## config.mk

```make
export PLATFORM = sky130hd
export DESIGN_NAME = stream_demux_sched
export DESIGN_NICKNAME = d
export VERILOG_FILES = /design/src/rtl/stream_demux_sched_pkg.sv /design/src/rtl/stream_demux_sched_recurse_demux.sv /design/src/rtl/stream_demux_sched.sv
export SDC_FILE = /design/constraint.sdc
export NUM_CORES = 1
export LEC_CHECK = 0
export ABC_AREA = 1
export BUFFER_PORTS_ARGS = -buffer_cell sky130_fd_sc_hd__clkbuf_2
export CAP_MARGIN = 20
export CELL_PAD_IN_SITES_DETAIL_PLACEMENT = 0
export CELL_PAD_IN_SITES_GLOBAL_PLACEMENT = 2
export CORE_ASPECT_RATIO = 1.1
export CORE_MARGIN = 2
export CORE_UTILIZATION = 19
export DETAILED_ROUTE_END_ITERATION = 6
export GPL_TIMING_DRIVEN = 0
export PLACE_DENSITY = 0.81
export SYNTH_ARGS = -nofsm -noshare
export SYNTH_HDL_FRONTEND = slang
export SYNTH_SLANG_ARGS = --single-unit
```

## constraint.sdc

```tcl
create_clock -name clk -period 3.2 [get_ports clk]
set_clock_uncertainty 0.15 [all_clocks]
set_input_delay 0.32 -clock clk [delete_from_list [all_inputs] [get_ports clk]]
set_output_delay 0.32 -clock clk [all_outputs]
set_load 0.05 [all_outputs]
```

## src/rtl/stream_demux_sched_pkg.sv

```systemverilog
// Shared definitions for the stream demultiplexer/scheduler.
// Latency: n/a (types and constants only).
// Backpressure: n/a.
package stream_demux_sched_pkg;

    // The holding register is either empty or holds one word for channel sel.
    typedef enum logic {
        IDLE = 1'b0,
        HOLD = 1'b1
    } state_t;

    // Values of the mode input.
    localparam logic MODE_RR  = 1'b0;
    localparam logic MODE_DIR = 1'b1;

endpackage

```

## src/rtl/stream_demux_sched_recurse_demux.sv

```systemverilog
// Recursive 1-to-2**S demux: routes 'in' to slot 'ctrl' of 'out', all other slots zero.
// Latency: purely combinational.
// Backpressure: none; no handshake of its own.
// Ports: ctrl [S-1:0] slot select; in [T-1:0] word; out [(2**S)*T-1:0], slot k at [(k+1)*T-1:k*T].
module recurse_demux #(
    parameter int S = 2,
    parameter int T = 8
) (
    input  logic [S-1:0]         ctrl,
    input  logic [T-1:0]         in,
    output logic [(2**S)*T-1:0]  out
);

    generate
        if (S == 1) begin : g_leaf
            assign out = ctrl[0] ? {in, {T{1'b0}}} : {{T{1'b0}}, in};
        end else begin : g_node
            localparam int HALF = (2**(S-1))*T;
            logic [T-1:0] in_lo;
            logic [T-1:0] in_hi;

            // The top select bit picks the half; the lower bits pick within it.
            assign in_lo = ctrl[S-1] ? '0 : in;
            assign in_hi = ctrl[S-1] ? in : '0;

            recurse_demux #(.S(S-1), .T(T)) u_lo (
                .ctrl (ctrl[S-2:0]),
                .in   (in_lo),
                .out  (out[HALF-1:0])
            );

            recurse_demux #(.S(S-1), .T(T)) u_hi (
                .ctrl (ctrl[S-2:0]),
                .in   (in_hi),
                .out  (out[2*HALF-1:HALF])
            );
        end
    endgenerate

endmodule

```

## src/rtl/stream_demux_sched.sv

```systemverilog
// Stream demux: one input stream steered to 2**S channels, round-robin or by in_dest.
// Latency: one cycle from accept to out_valid; full throughput of one word per cycle.
// Backpressure: in_ready follows out_ready of the held channel; other channels' ready ignored.
// Ports: clk/rst (sync, active high); in_valid/in_ready/in_data/in_dest/mode upstream;
//        out_valid/out_ready per channel, out_data packed slots; cur_sel = held channel (0 when idle).
module stream_demux_sched
    import stream_demux_sched_pkg::*;
#(
    parameter int S = 2,
    parameter int T = 8
) (
    input  logic                 clk,
    input  logic                 rst,
    input  logic                 in_valid,
    output logic                 in_ready,
    input  logic [T-1:0]         in_data,
    input  logic [S-1:0]         in_dest,
    input  logic                 mode,
    output logic [(2**S)-1:0]    out_valid,
    input  logic [(2**S)-1:0]    out_ready,
    output logic [(2**S)*T-1:0]  out_data,
    output logic [S-1:0]         cur_sel
);

    state_t         state, state_nxt;
    logic [S-1:0]   sel, sel_nxt;
    logic [S-1:0]   rr_ptr, rr_nxt;
    logic [T-1:0]   data_r, data_nxt;
    logic           held;
    logic           accept;
    logic           deliver;
    logic [T-1:0]   data_gated;

    assign held     = (state == HOLD);
    // A held word frees its slot in the same cycle it is delivered, so a new
    // word can be taken alongside it without a bubble.
    assign in_ready = !rst && (!held || out_ready[sel]);
    assign accept   = in_valid && in_ready;
    assign deliver  = held && out_ready[sel];

    always_comb begin
        state_nxt = state;
        sel_nxt   = sel;
        rr_nxt    = rr_ptr;
        data_nxt  = data_r;
        if (accept) begin
            state_nxt = HOLD;
            data_nxt  = in_data;
            sel_nxt   = (mode == MODE_DIR) ? in_dest : rr_ptr;
            if (mode == MODE_RR) begin
                rr_nxt = rr_ptr + S'(1);
            end
        end else if (deliver) begin
            state_nxt = IDLE;
        end
    end

    always_ff @(posedge clk) begin
        if (rst) begin
            state  <= IDLE;
            sel    <= '0;
            rr_ptr <= '0;
            data_r <= '0;
        end else begin
            state  <= state_nxt;
            sel    <= sel_nxt;
            rr_ptr <= rr_nxt;
            data_r <= data_nxt;
        end
    end

    // Stale data_r after delivery must not leak onto the bus while idle.
    assign data_gated = held ? data_r : '0;
    assign cur_sel    = held ? sel : '0;

    recurse_demux #(.S(S), .T(T)) u_data_demux (
        .ctrl (sel),
        .in   (data_gated),
        .out  (out_data)
    );

    recurse_demux #(.S(S), .T(1)) u_valid_demux (
        .ctrl (sel),
        .in   (held),
        .out  (out_valid)
    );

endmodule

```

==> flow_metrics.tcl <==
set metrics [dict create \
    synth_nets 146 \
    yosysMostFrequentCell "nor2_1" \
    dieArea_um2 4720 \
    dp_slack_ns 1.39 \
    antenna_found_initial 0 \
    cpMostUsedCell "inv_1" \
    synth_top_cell_area_share_pct 32.7 \
    r2r-start "sel[0]" \
    worstPathArrival_ns 1.59 \
    crit_buf_inv 3 \
    worstMarginPinSlew_ns 0.277 \
    rows 24 \
    grt.total_usage_pct 9.71 \
    fin_nets 207 \
    grt-ovfl-total 0 \
    synth_cell_types 20 \
    async_flop_share_pct 0 \
    hold_buffers 0 \
    dpl.hpwl_um 1910 \
    initialDrtViolationCount 14 \
    leakagePower_nw 0.629 \
    setup_slack_ns 1.14 \
    syn-cell-area_um2 796 \
    criticalPathCategory "reg -> out" \
    power_density_nw_per_um2 341 \
    setup_violations 0 \
    cp_slowest_stage_delay_ns 0.45 \
    fp.dieW_um 65.7 \
    min_path_cells 3 \
    r2r_end "sel[0]" \
    clkTransAtPathRegs_ns 0.05 \
    core_um2 3990 \
    worstSetupPathDepth 5 \
    synth_area_leader_cell "dfxtp_1" \
    cts_buffers 3 \
    slowest_stage "dfxtp_1" \
    hold_class "in -> reg" \
    io_buffers 56 \
    slew_headroom_pct 81.4 \
    cap_violations 0 \
    final_antenna_net_count 0 \
    cts-root-buf "clkbuf_8" \
    seq_area_frac_synth_pct 32.7 \
    drc_errors 0 \
    crit_path_start_kind "register" \
    cts_resized 0 \
    cp-end-kind "output port" \
    tns_ns 0 \
    crit_fanout 8 \
    start_util_pct 19.9 \
    slew_viol_final 0 \
    ios 57 \
    hp-start "in_data[6]" \
    dr.pass1.iters 2 \
    reg2reg_depth 9 \
    critPathRequiredTime_ns 2.73 \
    status "complete, no violations" \
    antenna_cells 0 \
    fin_crit_ns 2.06 \
    drt_wl_total_um 2250 \
    clock_latency_ns 0.23 \
    grt_pass1_vias 894 \
    gp_congestion 0.737 \
    synth_edf_count 0 \
    grt_max_degree 11 \
    gr-usage-met3_pct 1.57 \
    synth_common_cells "37 x nor2_1, 21 x inv_1, 19 x nand2_1" \
    post_cts_buffers 0 \
    synthCells 128 \
    synthFlopType "dfxtp_1" \
    drive_above_1_share_pct 37.2 \
    vdd_drop_max_mv 0.123 \
    ys.warnings.count 0 \
    period_share_pct 64.5 \
    dieHeight_um 71.9 \
    use_met2_pct 15.9 \
    busiest_layer "met2" \
    critical_path.top_delay_family "buffers and inverters" \
    cts_max_level 1 \
    cts_tree "built" \
    clk_path_buf_depth 2 \
    r2r_slack_ns 1.75 \
    synthTopCellsByArea "dfxtp_1 33%, nor2_1 17%, nand3_1 11%, inv_1 9.9%, nand2_1 9.0%" \
    vias 980 \
    areaGrowthSynthToFinish_pct 49.1 \
    grt_first_pass_wirelength_um 3820 \
    avgViaCountPerCell 4.08 \
    rsz0062_at_grt "no" \
    wire_per_inst_um 9.39 \
    ys_ff_latch 13 \
    syn_avg_cell_area_um2 6.22 \
    fmax_mhz 484 \
    cts.sinks 13 \
    hold_violations 0 \
    min_to "data_r[6]" \
    crit_chain "inv_1 -> nor3_1 -> inv_1 -> nor2_1 -> clkbuf_2" \
    gr-usage-met1_pct 12.8 \
]
==> where the power goes <==
| part | switching, W | internal (W) | leakage (nW) |
|---|---|---|---|
| logic | 0.0000558 | 0.0000270 | 0.500 |
| registers | 0.00000717 | 0.000172 | 0.107 |
| clock network | 0.0000547 | 0.0000877 | 0.0228 |
==> flip-flops by register name (all words and copies together), names as in the netlist <==
register and cells:
sel 2, rr_ptr 2, data_r 8, held 1
==> layout make-up <==
class,instances,area (um2)
fillers,470,2810
repair buffers,56,280
multi-input cells,90,425
clock buffers,4,45.0
plain buffers,3,27.5
inverters,22,82.6
flip-flops and latches,13,260
well taps,52,65.1
==> worst max-delay path by stage <==
stage / slack (ns) / from / end
after detailed placement: 1.39 / held / out_data[6]
after global placement: 1.41 / sel[1] / in_ready
after global routing: 1.00 / held / out_data[3]
after floorplan: 0.08 / held / out_data[0]
final: 1.14 / held / out_data[6]
after CTS: 1.13 / held / out_data[6]
==> kinds of logic after synthesis <==
logic type	after synthesis	share of synthesized area [%]
compound gates	9	7.08
buf+inv	25	13.8
flops	13	32.7
simple gates	81	46.4
==> worst min-delay path: stages <==
cell	delay, ns
clkbuf_2	0.07
nand3_1	0.06
nand2_1	0.06
==> routing by layer <==
layer  vias up  part of all wire (%)
met5         -                     0
met2        46                    41
li1        516                     -
met4         0                   1.0
met1       416                    48
met3         2                    11
==> placed cells by master (no fill, tap or decap), types with 3 or more instances in the layout <==
cell type / netlist / final
clkbuf_8: 0 / 3
nor2_1: 37 / 37
a21oi_1: 3 / 3
nand2_1: 19 / 19
nand3_1: 17 / 17
clkbuf_2: 0 / 56
inv_1: 21 / 21
dfxtp_1: 13 / 13
==> per-stage QoR <==
step / std cells / total power (W) / area [um2] / util, % / hold slack (ns)
after global routing: 240 / 0.000432 / 1190 / 29.7 / 0.156
after global placement: 236 / 0.000267 / 1140 / 28.6 / 0.303
after CTS: 240 / 0.000412 / 1190 / 29.7 / 0.155
after detailed placement: 236 / 0.000267 / 1140 / 28.6 / 0.313
final: 240 / 0.000405 / 1190 / 29.7 / 0.156
after floorplan: 128 / 0.000239 / 796 / - / 0.232
Power figures use the tool's default switching activity.
